<file path="src/rtl/regbank_access_ctrl.sv">
// -----------------------------------------------------------------------------
// regbank_access_ctrl
//
// Initiator side of the single-port working-register bank. Sequences operand
// fetches (two sources, one per cycle) and result write-backs onto the one
// shared address/CE/data port of the 32-entry register bank.
//
// Optional build macro: REG0_ZERO_EN
//   Defined   : register 0 is hard zero. Write-backs to address 0 are acked and
//               walk through WRITE but never raise reg_CE; fetches of address 0
//               return 0 regardless of reg_rdata.
//   Undefined : register 0 is an ordinary register.
//
// Ports
//   CLK        in   system clock, rising edge
//   RST_N      in   asynchronous active-low reset
//   fetch_req  in   operand fetch request, held until fetch_ack
//   src_a      in   first operand address (sampled on acceptance)
//   src_b      in   second operand address (sampled on acceptance)
//   fetch_ack  out  combinational, high in the cycle a fetch is accepted
//   op_valid   out  op_a/op_b valid (HOLD state)
//   op_ready   in   consumer takes operands when op_valid & op_ready
//   op_a       out  operand read from src_a
//   op_b       out  operand read from src_b
//   wb_req     in   write-back request, held until wb_ack (wins over fetch)
//   wb_addr    in   destination register (sampled on acceptance)
//   wb_data    in   write data (sampled on acceptance)
//   wb_ack     out  combinational, high in the cycle a write-back is accepted
//   reg_addr   out  bank address
//   reg_CE     out  bank write enable, high only in WRITE
//   reg_wdata  out  bank write data
//   reg_rdata  in   bank combinational read data
//   busy       out  controller is not IDLE
// -----------------------------------------------------------------------------
module regbank_access_ctrl #(
    parameter int ADDR_W = 5,
    parameter int DATA_W = 16
) (
    input  logic              CLK,
    input  logic              RST_N,
    input  logic              fetch_req,
    input  logic [ADDR_W-1:0] src_a,
    input  logic [ADDR_W-1:0] src_b,
    output logic              fetch_ack,
    output logic              op_valid,
    input  logic              op_ready,
    output logic [DATA_W-1:0] op_a,
    output logic [DATA_W-1:0] op_b,
    input  logic              wb_req,
    input  logic [ADDR_W-1:0] wb_addr,
    input  logic [DATA_W-1:0] wb_data,
    output logic              wb_ack,
    output logic [ADDR_W-1:0] reg_addr,
    output logic              reg_CE,
    output logic [DATA_W-1:0] reg_wdata,
    input  logic [DATA_W-1:0] reg_rdata,
    output logic              busy
);

`ifdef REG0_ZERO_EN
    localparam bit REG0_HARD = 1'b1;
`else
    localparam bit REG0_HARD = 1'b0;
`endif

    typedef enum logic [2:0] {
        IDLE    = 3'd0,
        WRITE   = 3'd1,
        FETCH_A = 3'd2,
        FETCH_B = 3'd3,
        HOLD    = 3'd4
    } state_e;

    state_e              state_q, state_d;
    logic [ADDR_W-1:0]   addr_q, addr_d;
    logic                ce_q, ce_d;
    logic [DATA_W-1:0]   wdata_q, wdata_d;
    logic [ADDR_W-1:0]   src_b_q, src_b_d;
    logic [DATA_W-1:0]   op_a_q, op_a_d;
    logic [DATA_W-1:0]   op_b_q, op_b_d;
    logic                valid_q, valid_d;

    // A write to the hard-zero register must never reach the bank.
    function automatic logic wr_allowed(input logic [ADDR_W-1:0] a);
        return !(REG0_HARD && (a == '0));
    endfunction

    // Read data as seen by the consumer: the hard-zero register masks the bank.
    function automatic logic [DATA_W-1:0] rd_value(input logic [ADDR_W-1:0] a,
                                                   input logic [DATA_W-1:0] d);
        return (REG0_HARD && (a == '0)) ? '0 : d;
    endfunction

    always_comb begin
        state_d   = state_q;
        addr_d    = addr_q;
        ce_d      = 1'b0;
        wdata_d   = wdata_q;
        src_b_d   = src_b_q;
        op_a_d    = op_a_q;
        op_b_d    = op_b_q;
        valid_d   = valid_q;
        wb_ack    = 1'b0;
        fetch_ack = 1'b0;

        unique case (state_q)
            IDLE: begin
                // Write-back wins so a fetch issued alongside it sees the new value.
                if (wb_req) begin
                    wb_ack  = 1'b1;
                    addr_d  = wb_addr;
                    wdata_d = wb_data;
                    ce_d    = wr_allowed(wb_addr);
                    state_d = WRITE;
                end else if (fetch_req) begin
                    fetch_ack = 1'b1;
                    addr_d    = src_a;
                    src_b_d   = src_b;
                    state_d   = FETCH_A;
                end
            end
            WRITE: begin
                state_d = IDLE;
            end
            FETCH_A: begin
                // Bank read is combinational on reg_addr (= src_a this cycle).
                op_a_d  = rd_value(addr_q, reg_rdata);
                addr_d  = src_b_q;
                state_d = FETCH_B;
            end
            FETCH_B: begin
                op_b_d  = rd_value(addr_q, reg_rdata);
                valid_d = 1'b1;
                state_d = HOLD;
            end
            HOLD: begin
                if (op_ready) begin
                    valid_d = 1'b0;
                    state_d = IDLE;
                end
            end
            default: begin
                state_d = IDLE;
            end
        endcase
    end

    always_ff @(posedge CLK or negedge RST_N) begin
        if (!RST_N) begin
            state_q <= IDLE;
            addr_q  <= '0;
            ce_q    <= 1'b0;
            wdata_q <= '0;
            src_b_q <= '0;
            op_a_q  <= '0;
            op_b_q  <= '0;
            valid_q <= 1'b0;
        end else begin
            state_q <= state_d;
            addr_q  <= addr_d;
            ce_q    <= ce_d;
            wdata_q <= wdata_d;
            src_b_q <= src_b_d;
            op_a_q  <= op_a_d;
            op_b_q  <= op_b_d;
            valid_q <= valid_d;
        end
    end

    assign reg_addr  = addr_q;
    assign reg_CE    = ce_q;
    assign reg_wdata = wdata_q;
    assign op_a      = op_a_q;
    assign op_b      = op_b_q;
    assign op_valid  = valid_q;
    assign busy      = (state_q != IDLE);

endmodule

</file>
<file path="config.mk">
export PLATFORM = sky130hd
export DESIGN_NAME = regbank_access_ctrl
export DESIGN_NICKNAME = d
export VERILOG_FILES = /design/src/rtl/regbank_access_ctrl.sv
export SDC_FILE = /design/constraint.sdc
export NUM_CORES = 1
export LEC_CHECK = 0
export CAP_MARGIN = 20
export CORE_ASPECT_RATIO = 1.2
export CORE_MARGIN = 1.5
export CORE_UTILIZATION = 25
export CTS_CLUSTER_SIZE = 30
export DETAILED_ROUTE_END_ITERATION = 6
export MAX_ROUTING_LAYER = met4
export PLACE_DENSITY = 0.65
export SETUP_SLACK_MARGIN = 0.15
export SLEW_MARGIN = 20
export SYNTH_ARGS = -nofsm -noshare
export SYNTH_HDL_FRONTEND = slang
export SYNTH_SLANG_ARGS = --single-unit
</file>
<file path="constraint.sdc">
create_clock -name CLK -period 1.5 [get_ports CLK]
set_input_delay 0.375 -clock CLK [delete_from_list [all_inputs] [get_ports CLK]]
set_output_delay 0.375 -clock CLK [all_outputs]
set_load 0.005 [all_outputs]
</file>
# Yosys cells after proc, flatten, opt, wreduce, memory -nomap -nowiden
# Index checks and enable logic that the tools add are counted.
classes:
  muxes: 14
  n_bitwise: 1
  reduce_logical: 9
  n_eq_ne: 5
op_table:
  columns: ["op", "n"]
  rows:
  - ["$pmux W3 S4", 1]
  - ["$mux W5", 2]
  - ["$pmux W5 S2", 1]
  - ["$mux W3", 3]
  - ["$reduce_and A2 Y1", 4]
  - ["$eq A3 B2 Y1 const B", 2]
  - ["$mux W1", 6]
  - ["$reduce_bool A2 Y1", 2]
  - ["$eq A3 B3 Y1 const B", 1]
  - ["$logic_not A3 Y1", 1]
  - ["$ne A3 B3 Y1 const B", 1]
  - ["$reduce_and A3 Y1", 1]
  - ["$reduce_bool A3 Y1", 1]
  - ["$ne A2 B2 Y1 const B", 1]
  - ["$pmux W1 S2", 1]
  - ["$not A1 Y1", 1]
totals:
  word_cells: 37
  in_bits: 52
  ff_bits: 63
  out_inout_bits: 58

# Logic depth before layout (Yosys ltp)
depth:
  ltp_word: 3
  ltp_mapped: 6
  ltp_nobuf: 4

# Least setup slack after synthesis
# Ideal clock, no wire load.
synth_path:
  kind: "reg-to-reg"
  startpoint: "register state_q[2]"
  endpoint: "register wdata_q[10] (netlist: reg_wdata[10])"
  required_ns: 1.375
  setup_ns: 0.125
  t_arrival_ns: 1.368
  path_buffers: 3
  setup_slack_ns: 0.007
  path_stages_with_launch: 7
  period_less_slack_ns: 1.493
  cell_sequence: "dfrtp_1 buf_6 nor3_4 and2_4 buf_12 buf_12 mux2_4"
synth_between:
  elab_chain_len: 2
synth_lines:
  columns: ["element", "line_no", "source"]
  rows:
  - ["start, declared", "74", "state_e state_q, state_d;"]
  - ["start signal, assigned", "159", "state_q <= state_d;"]
  - ["$logic_not A3 Y1", "106", "unique case (state_q)"]
  - ["$reduce_and A2 Y1 (no line)", null, null]
  - ["end signal, assigned", "162", "wdata_q <= wdata_d;"]
  - ["end, declared", "77", "logic [DATA_W-1:0] wdata_q, wdata_d;"]
# Every way passes these cells.
# A chain may end at the register's enable or synchronous reset.

# Final worst setup path
layout_path:
  startpoint: "register state_q[2]"
  endpoint: "register src_b_q[2]"
layout_between:
  elab_chain_len: 2
layout_lines:
  columns: ["element", "line_no", "source"]
  rows:
  - ["$logic_not A3 Y1", "106", null]
  - ["$reduce_and A3 Y1 (no line)", null, null]
  - ["end signal, assigned", "163", "src_b_q <= src_b_d;"]
  - ["end, declared", "78", "logic [ADDR_W-1:0] src_b_q, src_b_d;"]
# Every way passes these cells.

==> results.txt <==
Setup TNS = -4.42 ns
DRC = 0
IO Port Bufs = 109
CTS hold repair buffers = 0
Seq/Total Area, Yosys = 0.605
FF-to-FF End = src_b_q[2]
RD Place Congestion = 0.716
Vias = 1986
Reg-to-reg slack, setup = -0.35 ns
Failing checks = negative setup slack
Main synth FF type = dfrtp_1
Final wirelength = 7000 um
Relative slew slack = 0.769
Logic pwr share = 0.485
Setup violators final = 33
Bufs and invs on worst path = 6
Net Sw Power = 0.00281 W
Worst setup endpoint = src_b_q[2]
Crit-path max cell delay = 0.41 ns
Critical path origin = state_q[2]
Synth top cells by count = dfrtp_1, mux2_2, mux2_4, nor2_1, o21ai_0
Post-Synthesis Cells = 173
Grt total ovfl = 0
Max Root-Sink Buffers = 2
Die Y = 115 um
Clk sink count = 63
Initial DRC Count = 59
Core Region = 10100 um^2
Synth area leader = dfrtp_1
Vias per Instance = 4.33
Post-Syn Nets = 225
Slew @ Worst Pin = 0.345 ns
Critical path class = flip-flop to flip-flop
Die area = 11000 um^2
Yosys warns = 0
Post-synth EDFFs = 0
Post-synth top area share = 0.605
Clock power frac = 0.213
Pins over their slew limit = 0
Switching Fraction = 0.276
Crit-path slowest cell = dfrtp_1
Max-cap violation count = 0
Final Net Count = 381
Count of state elements after synthesis = 63
Peak supply drop = 0.000851 V
Global-route met2 utilization = 0.206
Achievable Freq = 541 MHz
Most used cell, CP = buf_6
Mapped Area = 2600 um^2
Pwr dens = 2140 nW/um^2
CTS tree = done
CP Cell Sequence = nor3_4, nand2_2, buf_6, buf_6, buf_6, buf_6, buf_6, buf_6, mux2_4
Pint = 0.00738 W
Leakage = 2.22 nW
Htree depth = 3
Cell row count = 40
Setup WS post-layout = -0.350 ns
Sequential fraction of design power = 0.302
Crit. path cell count = 9
Initial Util = 0.259
Layout cells sized above 1 = 0.414
Avg WL per Cell = 15.2 um
Global-route usage over all layers = 0.123
Post-route ant nets = 0
Largest net degree at the start of global routing = 64
Skew final = 0.00473 ns
Syn Area/Cell = 15.1 um^2
Final Power = 0.0102 W
Vias in the first global route = 2092
Initial antenna violation count = 0
Final HPWL DP = 4330 um
Die Width = 96.2 um
Crit start category = flip-flop
RSZ-0062 raised after global routing = true
Hold WC Path Type = input port to asynchronous set/reset pin
Largest fanout on the critical path = 5
Tcrit/Tclk final = 1.23
Met3 usage = 0.0377
First-pass GRT wire length = 9920 um
Async S/R FF share, synth = 1.00
WP data required = 1.70 ns
Outcome = complete, but fails checks
Synthesis-to-layout area growth = 83.2%
Grt peak-use layer = met2
Top Ports = 110
Critical path capture point type = flip-flop
Drt first pass iters = 4
Min Tclk post-route = 1.85 ns
Count leader, synth = dfrtp_1
Crit-path leading delay family = buffers and inverters
Clk Tree Root Cell = clkbuf_16
Clk Latency, worst-skew pair = 0.32 ns
Final-report hold violation count = 0
Ranking of synthesized cells by area = dfrtp_1, mux2_2, mux2_4
Diode count = 0
Data arrival time of the worst path = 2.05 ns
RR Startpoint = state_q[2]
Worst Reg2Reg Path Length in Cells = 9
Clock buffer count from CTS = 9
Met1 GRT Util = 0.133
Distinct cell type count after synthesis = 28
Worst-path clk slew = 0.05 ns
-- timing repair --
action                                 4_1_cts  5_1_grt
buffers inserted                            16       14
setup endpoints to repair                  114       93
gates cloned                                 1        2
endpoints found under the hold margin        0        0
pin swaps                                    3        7
gates resized for setup                    109       99
-- stage by stage --
stage,std cells,setup WS [ns],cell area (um^2),utilization,hold slack [ns]
final,459,-0.350,4770,0.474,0.0611
after CTS,443,-0.333,4350,0.433,0.0747
after global placement,411,-0.538,3860,0.384,0.416
after floorplan,173,0.00693,2610,-,0.0794
after global routing,459,-0.400,4770,0.474,0.0853
after detailed placement,411,-0.540,3860,0.384,0.419
-- placed cells by master, fill, tap and decap left out, types with 2 or more instances in the layout --
cell and count:
a211oi_2 2, a21oi_1 2, buf_12 5, buf_2 3, buf_4 19, buf_6 18, buf_8 2, bufinv_16 2
clkbuf_16 11, clkdlybuf4s15_1 49, clkdlybuf4s50_1 49, clkinv_2 2, dfrtp_1 63, dlygate4sd2_1 6, inv_1 2, inv_2 2
mux2_2 8, mux2_4 48, mux2i_1 2, nor2_1 6, o21ai_0 2, o21ai_1 5, o22ai_1 3, or4b_4 2
-- worst min path at each step --
stage | cells after the start | start | slack (ns) | endpoint
2_1_floorplan | 0 | RST_N | 0.08 | op_a[0]
3_3_place_gp | 2 | RST_N | 0.42 | reg_wdata[1]
3_5_place_dp | 2 | RST_N | 0.42 | reg_wdata[7]
4_1_cts | 2 | RST_N | 0.07 | reg_CE
5_1_grt | 2 | RST_N | 0.09 | reg_wdata[7]
6_report | 2 | RST_N | 0.06 | reg_wdata[7]
-- state kept, by name (all words and copies together) (netlist names) --
register   cells
op_a          16
op_b          16
reg_wdata     16
reg_addr       5
state_q        3
reg_CE         1
src_b_q        5
op_valid       1
-- routing by layer --
metal	routed length [um]	up-vias
met2	3670	70
met5	0	-
met3	361	4
met1	2930	989
li1	-	923
met4	34	0
-- cells by family after synthesis --
| kind of cell | Yosys count | share of synthesized area |
|---|---|---|
| flops | 63 | 0.605 |
| mux | 58 | 0.261 |
| simple gates | 23 | 0.0572 |
| compound gates | 16 | 0.0351 |
| buf+inv | 13 | 0.0413 |
-- worst register-to-register path, delay by kind of cell, from the launching register on --
family	cells	cell delay (ns)
buf+inv	6	0.65
flops	1	0.41
mux	1	0.29
simple gates	2	0.38
-- final cells by class --
class / count / area (um^2)
multi-input combinational: 97 / 1130
tap: 126 / 158
clock buffer: 11 / 243
clock inverter: 4 / 70.1
inverter: 4 / 15.0
sequential: 63 / 1580
timing repair buffer: 154 / 1580
fill: 876 / 5290
-- power by group through the flow --
stage / logic, W / clock network, W / registers [W]
final: 0.00494 / 0.00217 / 0.00308
after global placement: 0.00381 / 0 / 0.00304
after floorplan: 0.00176 / 0 / 0.00307
after CTS: 0.00387 / 0.00225 / 0.00302
after global routing: 0.00530 / 0.00233 / 0.00317
after detailed placement: 0.00385 / 0 / 0.00307
(Power assumes the default switching activity.)
